===== config.mk =====
export PLATFORM = sky130hd
export DESIGN_NAME = sad_ctrl
export DESIGN_NICKNAME = d
export VERILOG_FILES = /design/src/rtl/sad_ctrl_pkg.sv /design/src/rtl/abs_dif.sv /design/src/rtl/sad_ctrl.sv
export SDC_FILE = /design/constraint.sdc
export NUM_CORES = 1
export LEC_CHECK = 0
export ABC_AREA = 1
export CORE_ASPECT_RATIO = 1.2
export CORE_UTILIZATION = 40
export DETAILED_ROUTE_END_ITERATION = 7
export DONT_BUFFER_PORTS = 1
export PLACE_DENSITY = 0.54
export SKIP_CTS_REPAIR_TIMING = 1
export SYNTH_ARGS = -nofsm -noshare
export SYNTH_HDL_FRONTEND = slang
export SYNTH_SLANG_ARGS = --single-unit

===== constraint.sdc =====
create_clock -name clk -period 6.5 [get_ports clk]
set_input_delay 1.95 -clock clk [delete_from_list [all_inputs] [get_ports clk]]
set_output_delay 1.95 -clock clk [all_outputs]
set_load 0.005 [all_outputs]

===== src/rtl/sad_ctrl_pkg.sv =====
// Shared definitions for the SAD sequencer: FSM state encoding and a constant clog2.
package sad_ctrl_pkg;

  typedef enum logic [1:0] {
    S_IDLE  = 2'd0,
    S_RUN   = 2'd1,
    S_DRAIN = 2'd2,
    S_DONE  = 2'd3
  } state_e;

  // Smallest r with 2**r >= v; usable in parameter/localparam expressions.
  function automatic int unsigned clog2(input int unsigned v);
    int unsigned r;
    r = 0;
    for (int unsigned i = 0; i < 32; i++) begin
      if ((32'd1 << i) < v) r = i + 1;
    end
    return r;
  endfunction

endpackage


===== src/rtl/abs_dif.sv =====
// Combinational N-bit absolute difference |a - b|.
module abs_dif #(
  parameter int unsigned N = 4
) (
  input  logic [N-1:0] a,
  input  logic [N-1:0] b,
  output logic [N-1:0] dif_c
);

  always_comb begin
    dif_c = (a >= b) ? (a - b) : (b - a);
  end

endmodule


===== src/rtl/sad_ctrl.sv =====
// Sum-of-absolute-differences sequencer: accepts LEN operand pairs per block through
// one shared abs_dif, accumulates them and reports the sum with a one-cycle done pulse.
module sad_ctrl
  import sad_ctrl_pkg::*;
#(
  parameter  int unsigned N     = 4,
  parameter  int unsigned LEN   = 8,
  localparam int unsigned ACC_W = N + clog2(LEN)
) (
  input  logic             clk,
  input  logic             rst,
  input  logic             start,
  input  logic             abort,
  input  logic             in_valid,
  output logic             in_ready,
  input  logic [N-1:0]     a_in,
  input  logic [N-1:0]     b_in,
  output logic             busy,
  output logic             done,
  output logic [ACC_W-1:0] sad_out
);

  localparam int unsigned CNT_W = (clog2(LEN) > 0) ? clog2(LEN) : 1;

  state_e           state_q,    state_d;
  logic [CNT_W-1:0] cnt_q,      cnt_d;
  logic [N-1:0]     op_a_q,     op_a_d;
  logic [N-1:0]     op_b_q,     op_b_d;
  logic             op_vld_q,   op_vld_d;
  logic [ACC_W-1:0] acc_q,      acc_d;
  logic             in_ready_q, in_ready_d;
  logic             busy_q,     busy_d;
  logic             done_q,     done_d;
  logic [N-1:0]     dif_c;
  logic             xfer_c;

  abs_dif #(.N(N)) u_abs_dif (
    .a     (op_a_q),
    .b     (op_b_q),
    .dif_c (dif_c)
  );

  // in_ready depends only on state, so the transfer never loops back through in_valid.
  assign xfer_c = in_valid && (state_q == S_RUN);

  always_comb begin
    state_d  = state_q;
    cnt_d    = cnt_q;
    op_a_d   = op_a_q;
    op_b_d   = op_b_q;
    op_vld_d = 1'b0;
    acc_d    = acc_q;

    if (op_vld_q) acc_d = acc_q + ACC_W'(dif_c);

    unique case (state_q)
      S_IDLE: begin
        if (start) begin
          acc_d   = '0;
          cnt_d   = '0;
          state_d = S_RUN;
        end
      end
      S_RUN: begin
        if (abort) begin
          acc_d   = '0;
          cnt_d   = '0;
          state_d = S_IDLE;
        end else if (xfer_c) begin
          op_a_d   = a_in;
          op_b_d   = b_in;
          op_vld_d = 1'b1;
          cnt_d    = cnt_q + CNT_W'(1);
          if (cnt_q == CNT_W'(LEN - 1)) state_d = S_DRAIN;
        end
      end
      S_DRAIN: begin
        if (abort) begin
          acc_d   = '0;
          cnt_d   = '0;
          state_d = S_IDLE;
        end else begin
          state_d = S_DONE;
        end
      end
      S_DONE: begin
        state_d = S_IDLE;
      end
      default: begin
        state_d = S_IDLE;
      end
    endcase

    in_ready_d = (state_d == S_RUN);
    busy_d     = (state_d != S_IDLE);
    done_d     = (state_d == S_DONE);
  end

  always_ff @(posedge clk) begin
    if (rst) begin
      state_q    <= S_IDLE;
      cnt_q      <= '0;
      op_a_q     <= '0;
      op_b_q     <= '0;
      op_vld_q   <= 1'b0;
      acc_q      <= '0;
      in_ready_q <= 1'b0;
      busy_q     <= 1'b0;
      done_q     <= 1'b0;
    end else begin
      state_q    <= state_d;
      cnt_q      <= cnt_d;
      op_a_q     <= op_a_d;
      op_b_q     <= op_b_d;
      op_vld_q   <= op_vld_d;
      acc_q      <= acc_d;
      in_ready_q <= in_ready_d;
      busy_q     <= busy_d;
      done_q     <= done_d;
    end
  end

  assign in_ready = in_ready_q;
  assign busy     = busy_q;
  assign done     = done_q;
  assign sad_out  = acc_q;

endmodule


# [Yosys cells after proc, flatten, opt, wreduce, memory -nomap -nowiden]
# Index checks and enable logic that the tools add are counted.
[classes] n_reduce_logical=8 n_bitwise=2 n_addsub=4 n_eq_ne=9 n_lt_le_gt_ge=1 n_mux=17
[ops] cell="7-bit two-way mux" count=3
[ops] cell="7-bit one-hot mux with 2 select lines" count=1
[ops] cell="3-bit two-way mux" count=4
[ops] cell="2-bit two-way mux" count=5
[ops] cell="3-bit one-hot mux with 3 select lines" count=1
[ops] cell="2-bit one-hot mux with 4 select lines" count=1
[ops] cell="4-bit subtractor" count=2
[ops] cell="7-bit by 4-bit adder with 7-bit output" count=1
[ops] cell="2-bit == test (second input constant)" count=3
[ops] cell="2-bit by 1-bit == test with 1-bit output (second input constant)" count=2
[ops] cell="4-bit greater-or-equal comparator" count=1
[ops] cell="4-bit two-way mux" count=1
[ops] cell="2-bit inequality test (second input constant)" count=2
[ops] cell="4-bit AND reduction" count=1
[ops] cell="3-bit by 1-bit adder with 3-bit output (second input constant)" count=1
[ops] cell="3-bit == test (second input constant)" count=1
[ops] cell="3-bit inequality test (second input constant)" count=1
[ops] cell="3-bit AND reduction" count=1
[ops] cell="3-bit nonzero test" count=1
[ops] cell="3-bit OR reduction" count=1
[ops] cell="2-bit logical NOT" count=1
[ops] cell="1-bit NOT" count=2
[ops] cell="2-bit nonzero test" count=1
[ops] cell="2-bit OR reduction" count=1
[ops] cell="2 further kinds" count=2
[totals] reg_bits=24 elab_cells=50 out_inout_bits=10 in_bits=13

# [Logic depth before layout (Yosys ltp)]
# Gate-level depths: netlist of the first run.
[depth] ltp_word=6 depth_mapped=20 mapped_depth_nobuf=20

# [Modules after synthesis]
# A second synthesis of the first run with hierarchy kept.
[unflattened] cells_unflattened=206 area_unflattened_um2=1515.2
[modules_own_cells] module="sad_ctrl" n_inst=1 area_per_inst_um2=1169.9 cells_per_inst=154 seq_area_each_um2=480.5
[modules_own_cells] module="abs_dif" n_inst=1 area_per_inst_um2=345.3 cells_per_inst=52 seq_area_each_um2=0.0

# [Worst setup path before layout of the first run]
# OpenSTA, ideal clock, no wires.
[synth_path] path_type="input to register" start="input start" end="register cnt_q[0]" arrival_ns=2.453 required_ns=6.387 setup_ns=0.113 setup_slack_ns=3.935 path_buffers=0 path_stages=7 path_cell_list="inv_1 > nand2_1 > nand3b_4 > nor2_4 > o21ai_0 > nand2_1 > nor2_1"
[synth_via] elab_chain_len=2
[synth_lines] element="from (decl)" line_no="sad_ctrl.sv:12" text="input logic start,"
[synth_lines] element="2-bit inequality test (no line)"
[synth_lines] element="4-bit AND reduction (no line)"
[synth_lines] element="to (signal assigned)" line_no="sad_ctrl.sv:112" text="cnt_q <= cnt_d;"
[synth_lines] element="to (decl)" line_no="sad_ctrl.sv:26" text="logic [CNT_W-1:0] cnt_q, cnt_d;"
# Every way passes these cells.
# A chain may end at the register's enable or synchronous reset.

# [Worst setup path in the final report of the first run]
[layout_path] start="register op_a_q[0]" end="register acc_q[4], in the netlist sad_out[4]"
[layout_via] elab_chain_len=6 word_cells_on_any_way=9 cone_classes="add/sub (3); order compare (1); mux (5)"
[layout_lines] element="from (decl)" line_no="sad_ctrl.sv:27" text="logic [N-1:0] op_a_q, op_a_d;"
[layout_lines] element="from (signal assigned)" line_no="sad_ctrl.sv:113" text="op_a_q <= op_a_d;"
[layout_lines] element="4-bit subtractor or 4-bit greater-or-equal comparator (tied branches)" line_no="abs_dif.sv:11" text="dif_c = (a >= b) ? (a - b) : (b - a);"
[layout_lines] element="4-bit two-way mux (*)" line_no="abs_dif.sv:11"
[layout_lines] element="7-bit by 4-bit adder with 7-bit output (*)" line_no="sad_ctrl.sv:54" text="if (op_vld_q) acc_d = acc_q + ACC_W'(dif_c);"
[layout_lines] element="7-bit two-way mux (*)" line_no="sad_ctrl.sv:54"
[layout_lines] element="7-bit two-way mux (on tied branches)" line_no="sad_ctrl.sv:65, sad_ctrl.sv:78, sad_ctrl.sv:58"
[layout_lines] element="7-bit one-hot mux with 2 select lines (*)" line_no="sad_ctrl.sv:56" text="unique case (state_q)"
[layout_lines] element="to (signal assigned)" line_no="sad_ctrl.sv:106" text="acc_q <= '0;"
[layout_lines] element="to (signal assigned)" line_no="sad_ctrl.sv:116" text="acc_q <= acc_d;"
[layout_lines] element="to (decl)" line_no="sad_ctrl.sv:30" text="logic [ACC_W-1:0] acc_q, acc_d;"
# Every way passes the cells marked *; elsewhere a longest branch is shown, timed or not.

==> results of run 1 <==
power by group:
group | switching, W | total (W) | internal (W)
Sequential | 0.00000475 | 0.000158 | 0.000153
Combinational | 0.0000447 | 0.0000729 | 0.0000283
Clock | 0.0000460 | 0.000128 | 0.0000823
Total | 0.0000954 | 0.000359 | 0.000263
layer usage:
layer	track usage	wire, um	up-vias
met2	0.273	1410	20
met3	0.0370	94	6
met1	0.161	1190	530
li1	-	-	653
met5	0	0	-
met4	0.0688	51	0
path summary, 6_finish.rpt:
path | from | end | slack [ns] | cells after the start
hold / removal | op_b_q[3]$_SDFFE_PP0P_ | op_b_q[3]$_SDFFE_PP0P_ | 0.46 | 2
setup reg to reg | op_a_q[0]$_SDFFE_PP0P_ | sad_out[4]$_SDFF_PP0_ | 3.85 | 17
hold reg to reg | op_b_q[3]$_SDFFE_PP0P_ | op_b_q[3]$_SDFFE_PP0P_ | 0.46 | 2
setup / recovery | op_a_q[0]$_SDFFE_PP0P_ | sad_out[4]$_SDFF_PP0_ | 3.85 | 17
cells in the mapped netlist:
master	count	area (um2)
nor2_1	19	71.3
nor2_4	1	11.3
nor2_2	3	18.8
clkbuf_2	1	5.00
a21oi_1	13	65.1
nand4_1	4	25.0
buf_2	1	5.00
fa_1	3	60.1
ha_1	20	250
inv_1	33	124
xor2_1	1	8.76
dfxtp_1	24	480
nand3_1	11	55.1
nor3_1	2	10.0
nand2_2	2	12.5
xnor2_1	3	26.3
nand2_1	42	158
inv_2	4	15.0
o21ai_1	1	5.00
a21oi_4	1	16.3
buf_6	2	22.5
nand3b_4	1	20.0
nand3_2	2	20.0
o21ai_0	14	70.1
stage by stage:
step	total power, W	instances	setup slack [ns]	hold slack [ns]	cell area (um2)
after floorplan	0.000223	208	3.93	0.433	1560
after global routing	0.000382	260	3.52	0.504	1660
after CTS	0.000363	260	3.81	0.466	1660
final	0.000359	260	3.85	0.464	1660
after global placement	0.000233	256	3.84	0.445	1590
after detailed placement	0.000235	256	3.78	0.455	1590
worst reg2reg max path, cell delays in order (launching register included):
cell and delay, ns:
dfxtp_1 0.32, inv_1 0.07, ha_1 0.15, inv_1 0.06
fa_1 0.41, nand2_1 0.09, nand3_2 0.10, a21oi_4 0.19
nand2_1 0.06, o21ai_0 0.09, inv_1 0.10, ha_1 0.32
nand2_1 0.08, nor2_1 0.14, nor2_1 0.07, nor2_2 0.11
xnor2_1 0.14, nor2_1 0.05
final cells by class:
type	count	area, um2
well taps	52	65.1
clock buffers	3	41.3
flip-flops and latches	24	480
inverters	37	139
clock inverters	1	30.0
multi-input cells	143	903
fillers	392	2000
state kept, by name, indices dropped and copies added, names as in the netlist:
name,flops
done,1
op_vld_q,1
op_a_q,4
in_ready,1
busy,1
state_q,2
cnt_q,3
sad_out,7
op_b_q,4
cells by family after synthesis:
group	share of synthesized area
fa+ha+maj	0.200
flops	0.309
simple gates	0.258
buf+inv	0.110
compound gates	0.101
xor+xnor	0.0225
==> impl_metrics.tcl, run 1 <==
set metrics [dict create \
    h-tree-depth 1 \
    grt_overflow_total 0 \
    area_growth_pct 6.68 \
    p_per_area_mw_per_mm2 216 \
    cts_root_buf "clkbuf_8" \
    tns_ns 0 \
    cts.sinks 24 \
    slew_viol_final 0 \
    clockBufferDepth 2 \
    n_antenna_cell 0 \
    path_max_fanout 5 \
    cpMaxStageDelayCell "fa_1" \
    avgSynthCellArea_um2 7.48 \
    syn_area_mm2 0.00156 \
    vias 1209 \
    routed_via_density 4.65 \
    rows 24 \
    min_period_ns 2.65 \
    skew_ns 0.00412 \
    port_buffers 0 \
    clk_transition_reported_paths_ns 0.08 \
    drtIter0Drc 56 \
    status "finished clean" \
    firstDrtPassIters 4 \
    die_h_um 70.3 \
    drive_gt1_frac 0.0865 \
    die_area_mm2 0.00414 \
    final_common_cell "nand2_1" \
    cts_tree "yes" \
    yosysWarningCount 0 \
    core_mm2 0.00366 \
    final_cell_mix "42 x nand2_1, 33 x inv_1, 24 x dfxtp_1" \
    max_stage_delay_ns 0.41 \
    tightest_slew_ns 0.298 \
    rsz0062_at_grt "no" \
    fin_crit_sh 0.407 \
    hold_path.class "reg -> reg" \
    crit_path_start_kind "register" \
    cp_top_family "adder cells" \
    cap_viol_max_count 0 \
    hold_viol_final 0 \
    drtAntennaViolNets 0 \
    path_buf_inv 3 \
    nets 245 \
    yosysSeqAreaShare 0.309 \
    fmax_mhz 378 \
    ys_seq_elements 24 \
    floorplan.die.width_um 58.9 \
    crit_arrival_ns 2.81 \
    grt_max_degree 17 \
    leakage_nw 0.829 \
    start_util 0.425 \
    max-slew-margin-rel 0.801 \
    finalSetupViolCount 0 \
    antenna_found_initial 0 \
    ir_worst_vdd_mv 0.159 \
    ys_types 24 \
    drc 0 \
    crit_required_ns 6.66 \
    dp_hpwl_mm 2.32 \
    crit_path_end_kind "register" \
    grt_usage 0.152 \
    cp_cell_sequence "inv_1 > ha_1 > inv_1 > fa_1 > nand2_1 > nand3_2 > a21oi_4 > nand2_1 > o21ai_0 > inv_1 > ha_1 > nand2_1 > nor2_1 > nor2_1 > nor2_2 > xnor2_1 > nor2_1" \
    syn_nets 244 \
    grt_pass1_wl_mm 4.89 \
    clk_latency_ns 0.26 \
    syn_inst 208 \
    cts_buffers 3 \
    gp_congestion 0.826 \
    avgRoutedWirePerCell_um 10.5 \
    grt_pass1_vias 1195 \
    ios 23 \
    critical_path_class "reg -> reg" \
    final_util 0.453 \
    routed_wl_mm 2.74 \
]
No activity file was read; power rests on OpenSTA's default activity.
==> inputs of run 2 (changes only) <==
==> constraint.sdc (replaced) <==
create_clock -name clk -period 2.6 [get_ports clk]
set_input_delay 0.78 -clock clk [delete_from_list [all_inputs] [get_ports clk]]
set_output_delay 0.78 -clock clk [all_outputs]
set_load 0.005 [all_outputs]
==> impl_metrics.tcl, run 2 (synthesized netlist as in run 1, its figures left out) <==
set metrics [dict create \
    ir_worst_vdd_mv 0.325 \
    port_buffers 0 \
    p_per_area_mw_per_mm2 498 \
    avgRoutedWirePerCell_um 10.8 \
    min_period_ns 2.48 \
    status "finished clean" \
    dp_hpwl_mm 2.29 \
    grt_pass1_wl_mm 4.98 \
    cap_viol_max_count 0 \
    leakage_nw 0.845 \
    holdWs_ns 0.469 \
    start_util 0.425 \
    area_growth_pct 12.5 \
    final_cell_mix "37 x nand2_1, 30 x inv_1, 21 x dfxtp_1" \
    cpMaxStageDelayCell "fa_2" \
    tns_ns 0 \
    final_common_cell "nand2_1" \
    cts.sinks 24 \
    fmax_mhz 404 \
    num-fill-cells 385 \
    critical_path_class "reg -> reg" \
    crit_arrival_ns 2.63 \
    grt_usage 0.149 \
    tightest_slew_ns 0.311 \
    rows 24 \
    cts_tree "yes" \
    core_mm2 0.00366 \
    drive_gt1_frac 0.199 \
    nets 248 \
    slew_viol_final 0 \
    crit_path_start_kind "register" \
    cp_top_family "adder cells" \
    gp_congestion 0.850 \
    routed_via_density 4.66 \
    max-slew-margin-rel 0.792 \
    die_h_um 70.3 \
    ios 23 \
    rsz0062_at_grt "yes" \
    hold_path.class "reg -> reg" \
    clk_transition_reported_paths_ns 0.09 \
    grt_overflow_total 0 \
    path_buf_inv 3 \
    drc 0 \
    drtIter0Drc 25 \
    h-tree-depth 1 \
    drtAntennaViolNets 0 \
    skew_ns 0.00392 \
    grt_max_degree 17 \
    max_stage_delay_ns 0.37 \
    routed_wl_mm 2.85 \
    firstDrtPassIters 4 \
    floorplan.die.width_um 58.9 \
    cp_cell_sequence "inv_2 > ha_4 > inv_2 > fa_2 > nand2_2 > nand3_2 > a21oi_4 > inv_2 > nand2_2 > nand2_2 > fa_2 > nand2_4 > nor2_4 > nor2_2 > nor2_2 > xnor2_1 > nor2_1" \
    n_antenna_cell 0 \
    grt_pass1_vias 1227 \
    clockBufferDepth 2 \
    fin_crit_sh 0.952 \
    cts_buffers 3 \
    crit_path_end_kind "register" \
    power.total_w 0.000871 \
    die_area_mm2 0.00414 \
    clk_latency_ns 0.26 \
    largest_register_ffs 7 \
    finalSetupViolCount 0 \
    hold_viol_final 0 \
    vias 1226 \
    antenna_found_initial 0 \
    cts_root_buf "clkbuf_8" \
    path_max_fanout 5 \
    crit_required_ns 2.76 \
]
==> run 2: worst register-to-register path, cell delays in order (launching register included) <==
cell     delay, ns
dfxtp_2       0.33
inv_2         0.07
ha_4          0.13
inv_2         0.04
fa_2          0.37
nand2_2       0.07
nand3_2       0.08
a21oi_4       0.22
inv_2         0.06
nand2_2       0.06
nand2_2       0.07
fa_2          0.37
nand2_4       0.08
nor2_4        0.04
nor2_2        0.10
nor2_2        0.05
xnor2_1       0.16
nor2_1        0.06
==> run 2: final timing paths <==
| path | startpoint | endpoint | slack, ns | depth (start not counted) |
|---|---|---|---|---|
| max reg2reg | op_a_q[0]$_SDFFE_PP0P_ | sad_out[4]$_SDFF_PP0_ | 0.12 | 17 |
| min | op_b_q[3]$_SDFFE_PP0P_ | op_b_q[3]$_SDFFE_PP0P_ | 0.47 | 2 |
| min reg2reg | op_b_q[3]$_SDFFE_PP0P_ | op_b_q[3]$_SDFFE_PP0P_ | 0.47 | 2 |
| max | op_a_q[0]$_SDFFE_PP0P_ | sad_out[4]$_SDFF_PP0_ | 0.12 | 17 |
==> run 2: cell type report <==
type / instances / area (um2) / area share
well taps: 52 / 65.1 / 0.0372
inverters: 37 / 139 / 0.0794
clock buffers: 4 / 55.1 / 0.0315
repair buffers: 3 / 22.5 / 0.0129
multi-input cells: 143 / 983 / 0.562
flip-flops and latches: 24 / 484 / 0.277
==> run 2: stage by stage <==
stage           util  setup slack [ns]  instance area (um2)  cells
2_1_floorplan      -             0.209                 1560    208
3_3_place_gp   0.433            0.0715                 1590    256
3_5_place_dp   0.433            0.0244                 1590    256
4_1_cts        0.448           0.00712                 1640    260
5_1_grt        0.477           -0.0279                 1750    263
6_report       0.477             0.125                 1750    263
==> run 2: report_power, final <==
part | switching (W) | total (W) | leakage [nW] | internal [W]
Clock | 0.000115 | 0.000250 | 0.0288 | 0.000135
Combinational | 0.000133 | 0.000226 | 0.619 | 0.0000927
Sequential | 0.0000126 | 0.000395 | 0.197 | 0.000383
Total | 0.000261 | 0.000871 | 0.845 | 0.000610
==> run 2: layer usage <==
layer | routed length [um] | track usage | share of wire | up-vias
met5 | 0 | 0 | 0 | -
met4 | 19 | 0.0317 | 0.0067 | 0
met3 | 74 | 0.0278 | 0.026 | 2
met2 | 1490 | 0.268 | 0.52 | 9
met1 | 1270 | 0.180 | 0.44 | 560
li1 | - | - | - | 655
==> patch 1, RTL diff (settings of run 1) <==
Make the reset (`rst`) asynchronous in one clocked block.
--- a/src/rtl/sad_ctrl.sv
+++ b/src/rtl/sad_ctrl.sv
@@ -97,5 +97,5 @@
   end
 
-  always_ff @(posedge clk) begin
+  always_ff @(posedge clk or posedge rst) begin
     if (rst) begin
       state_q    <= S_IDLE;
Formal check against the unedited RTL: differs if rst is asserted again (counterexample within 4 cycles, from zero or initial values and one cycle with rst high); with rst held inactive, the same outputs for 10 cycles.
==> patch 1 against run 1 <==
  * Cell area grew 2.6%
  * Worst setup slack lost 0.021 ns
  * Area after synthesis grew 1.9%
  * Wire length grew 4.0%
  * Sequential cell count is the same
  * Core utilization grew 0.41 points
Power is not compared: it rests on default switching activity, and its combinational part moved more than twofold at a synthesized area within 25%.
==> patch 1: results (changes against run 1) <==
status: "finished, final reports clean"  # unchanged
final_core_util_pct: 45.7  # was 45.3%
insertedDiodeCount: 0  # unchanged
yosys_most_used_dff: "dfrtp_1"  # was dfxtp_1
synth_area_leaders: "dfrtp_1 38%, ha_1 15%, nand2_1 9.9%, inv_1 6.6%, nand3_1 4.4%"  # was dfxtp_1 31%, ha_1 16%, nand2_1 10%, inv_1 8.0%, nor2_1 4.6%
cp-endpoint: "sad_out[1]"  # was sad_out[4]
vias: 1149  # was 1209
slew_headroom_pct: 39.6  # was 80.1%
synthTopCellsByCount: "42 x nand2_1, 28 x inv_1, 24 x dfrtp_1"  # was 42 x nand2_1, 33 x inv_1, 24 x dfxtp_1
crit_path_start: "sad_out[1]"  # was op_a_q[0]
hpwl_um: 2300  # was 2320 µm
first_iter_violations: 31  # was 56
track_usage_pct: 15.2  # about the same
yosysUniqueCellTypes: 32  # was 24
min_to: "cnt_q[2]"  # was op_b_q[3]
min-delay-start: "cnt_q[2]"  # was op_b_q[3]
grt_max_degree: 25  # was 17
syn_area_per_cell_um2: 8.52  # was 7.48 µm²
place_ws_ns: 3.78  # about the same
clk_latency_ns: 0.27
wl_met2_um: 1470  # was 1410 µm
grt_use_met2_pct: 26.5  # was 27.3%
n_fill_cell: 406  # was 392
skew_ns: 0.00353  # was 0.00412 ns
crit_type: "register to primary output"  # was register to register
grtUsageMet3_pct: 1.83  # was 3.70%
drive_gt1_share_pct: 12.3  # was 8.65%
r2r_start: "op_a_q[0]"  # unchanged
synthXorXnorAreaFrac_pct: 1.10  # was 2.25%
placed_cell_area_um2: 1630  # was 1590 µm²
dpl.cell_count: 235  # was 256
p_seq_share_pct: 26.8
vias_per_cell: 4.81  # was 4.65
clockPowerShare_pct: 15.1
wl_met3_um: 40  # was 94 µm
grtUsageMet1_pct: 18.4  # was 16.1%
r2r_slack_ns: 3.93  # was 3.85 ns
holdCritPathClass: "register to register"  # unchanged
m1WireLength_um: 1300  # was 1190 µm
setup_ws_ns: 3.83  # was 3.85 ns
leakage_nw: 0.931
yosys_warnings: 0  # unchanged
whs_ns: 0.498  # was 0.464 ns
cp.arrival_ns: 0.72  # was 2.81 ns
yosysSeqAreaShare_pct: 37.9  # was 30.9%
fin_nets: 223  # was 245
rr_worst_depth: 15  # was 17
synthAdderAreaFrac_pct: 18.8  # was 20.0%
cp_max_fo: 4  # was 5
place_congestion: 0.785  # was 0.826
r2r_end: "sad_out[6]"  # was sad_out[4]
synth_compound_area_share_pct: 11.0  # was 10.1%
drt-total-wl_um: 2850  # was 2740 µm
async_reset_ff_share_pct: 100  # was 0%
==> patch 1: cell types whose count changed in the layout (fill, tap and decap cells not counted), moves of 5 or more <==
cell and change:
dfrtp_1 +24, dfxtp_1 -24, a21oi_1 -8, nor2_1 -12
inv_1 -5, o21ai_0 -5
==> patch 1: area by class of cell <==
class / count / share of cell area (%)
multi-input combinational: 126 / 49.4
sequential: 24 / 35.3
inverter: 33 / 7.28
tap: 52 / 3.82
clock buffer: 3 / 2.43
clock inverter: 1 / 1.76
==> patch 1: worst reg2reg max path: stages, from the launching register on <==
cell	delay, ns
dfrtp_1	0.39
inv_1	0.08
ha_1	0.14
inv_1	0.06
fa_1	0.40
inv_1	0.08
nand2_1	0.06
nand3_2	0.07
nand2_1	0.10
nand2_1	0.08
nand2_1	0.09
fa_1	0.43
nand3_1	0.10
nand3_1	0.15
a31oi_1	0.18
nor2_1	0.05
==> patch 2, RTL diff (settings of run 1) <==
Made on the original files. `N` is set to 4 in 2 places; all go to 5.
--- a/src/rtl/abs_dif.sv
+++ b/src/rtl/abs_dif.sv
@@ -1,5 +1,5 @@
 // Combinational N-bit absolute difference |a - b|.
 module abs_dif #(
-  parameter int unsigned N = 4
+  parameter int unsigned N = 5
 ) (
   input  logic [N-1:0] a,
--- a/src/rtl/sad_ctrl.sv
+++ b/src/rtl/sad_ctrl.sv
@@ -4,5 +4,5 @@
   import sad_ctrl_pkg::*;
 #(
-  parameter  int unsigned N     = 4,
+  parameter  int unsigned N     = 5,
   parameter  int unsigned LEN   = 8,
   localparam int unsigned ACC_W = N + clog2(LEN)
Interface: changed (resized a_in, b_in and sad_out); port bits go from 23 to 26. The function was not compared with the original's and may differ.
==> patch 2 against run 1 <==
  * Global-route usage increased by 0.52 points
  * Via count increased by 24%
  * Critical path depth down 17
  * First-iteration DRC count increased by 13%
  * Area after synthesis increased by 19%
  * Sequential cell count is 3 higher
  * Cell area increased by 16%
  * Worst setup slack is essentially flat
  * Power rose by 11%
  * Wire length grew 26%
==> patch 2: results (changes against run 1) <==
status: "finished, final reports clean"  # unchanged
cp_max_fo: 4  # was 5
cts_root_buf: "clkbuf_8"  # unchanged
wl_met3_um: 121  # was 94 µm
holdCritPathClass: "register to register"  # unchanged
finalSetupViolCount: 0  # unchanged
clockBufferDepth: 2  # unchanged
m1WireLength_um: 1690  # was 1190 µm
hpwl_um: 2800  # was 2320 µm
antenna_found_initial: 0  # unchanged
grtUsageMet1_pct: 19.7  # was 16.1%
skew_ns: 0.00432  # was 0.00412 ns
routedWlPerCell_um: 10.7  # was 10.5 µm
async_reset_ff_share_pct: 0  # unchanged
clk_latency_ns: 0.27
track_usage_pct: 15.7  # was 15.2%
grt_use_met2_pct: 26.5  # was 27.3%
syn-num-nets: 306  # was 244
yosys_warnings: 0  # unchanged
grt_pass1_vias: 1437  # was 1195
clockPowerShare_pct: 23.0  # was 35.8%
leakage_nw: 0.996  # was 0.829 nW
largest_register_ffs: 8  # was 7
drt-total-wl_um: 3450  # was 2740 µm
drive_gt1_share_pct: 9.81  # was 8.65%
io_buffer_count: 0  # unchanged
vias: 1501  # was 1209
htreeDepth: 1  # unchanged
synth-edff-count: 0  # unchanged
n_fill_cell: 476  # was 392
p_seq_share_pct: 44.9  # was 43.9%
wl_met2_um: 1590  # was 1410 µm
ant_nets: 0  # unchanged
slew_headroom_pct: 69.8  # was 80.1%
numCtsBuffers: 3  # unchanged
topRoutingLayerUsed: "met4"  # unchanged
yosysUniqueCellTypes: 25  # was 24
place_congestion: 0.792  # was 0.826
grt_max_degree: 21  # was 17
vdd_drop_max_mv: 0.121  # was 0.159 mV
drtPass1Iterations: 4  # unchanged
cp.arrival_ns: 0.70  # was 2.81 ns
clk_pin_slew_ns: 0.09
grt_first_pass_wirelength_um: 6160  # was 4890 µm
dpl.cell_count: 317  # was 256
insertedDiodeCount: 0  # unchanged
synthTopCellsByCount: "67 x nand2_1, 39 x inv_1, 27 x dfxtp_1"  # was 42 x nand2_1, 33 x inv_1, 24 x dfxtp_1
first_iter_violations: 63  # was 56
grtUsageMet3_pct: 1.95  # was 3.70%
yosysSeqAreaShare_pct: 29.3  # was 30.9%
synth_cells: 267  # was 208
synth_area_leaders: "dfxtp_1 29%, ha_1 14%, nand2_1 14%, inv_1 7.9%, nand3_1 4.9%"  # was dfxtp_1 31%, ha_1 16%, nand2_1 10%, inv_1 8.0%, nor2_1 4.6%
power.internal_uw: 263  # about the same
-- patch 2: worst paths after layout --
check                   from          to  slack, ns  cells past startpoint
setup / recovery  sad_out[1]  sad_out[1]       3.85                      0
hold / removal     op_b_q[3]   op_b_q[3]       0.49                      2
setup reg to reg   op_a_q[0]  sad_out[5]       3.98                     15
hold reg to reg    op_b_q[3]   op_b_q[3]       0.49                      2
-- patch 2: kinds of logic (layout without fill, tap and decap cells) --
logic type / Yosys count / count (layout) / synth area share, %
AND/OR/NAND/NOR: 124 / 124 / 29.7
buffers and inverters: 55 / 53 / 12.3
AO/OA/AOI/OAI: 32 / 32 / 8.81
flip-flops: 27 / 27 / 29.3
adder cells (fa/ha/maj): 24 / 24 / 17.5
XOR/XNOR: 3 / 3 / 1.42
multiplexers: 2 / 2 / 1.08
-- patch 2: through the flow --
| step | area [µm²] | power [mW] | hold WS [ns] | worst slack, ns | util (%) |
|---|---|---|---|---|---|
| 5_1_grt | 1920 | 0.432 | 0.510 | 3.75 | 44.1 |
| 2_1_floorplan | 1850 | 0.289 | 0.433 | 3.88 | - |
| 3_5_place_dp | 1870 | 0.310 | 0.477 | 3.61 | 43.0 |
| 4_1_cts | 1920 | 0.403 | 0.489 | 3.83 | 44.1 |
| 3_3_place_gp | 1870 | 0.310 | 0.472 | 3.63 | 43.0 |
| 6_report | 1920 | 0.398 | 0.486 | 3.85 | 44.1 |
-- patch 2: area by class of cell --
type / count / area [µm²] / area share, %
Tap cell: 56 / 70.1 / 3.65
Clock inverter: 1 / 5.00 / 0.261
Sequential cell: 27 / 541 / 28.1
Clock buffer: 3 / 41.3 / 2.15
Inverter: 49 / 184 / 9.58
Multi-Input combinational cell: 185 / 1080 / 56.2
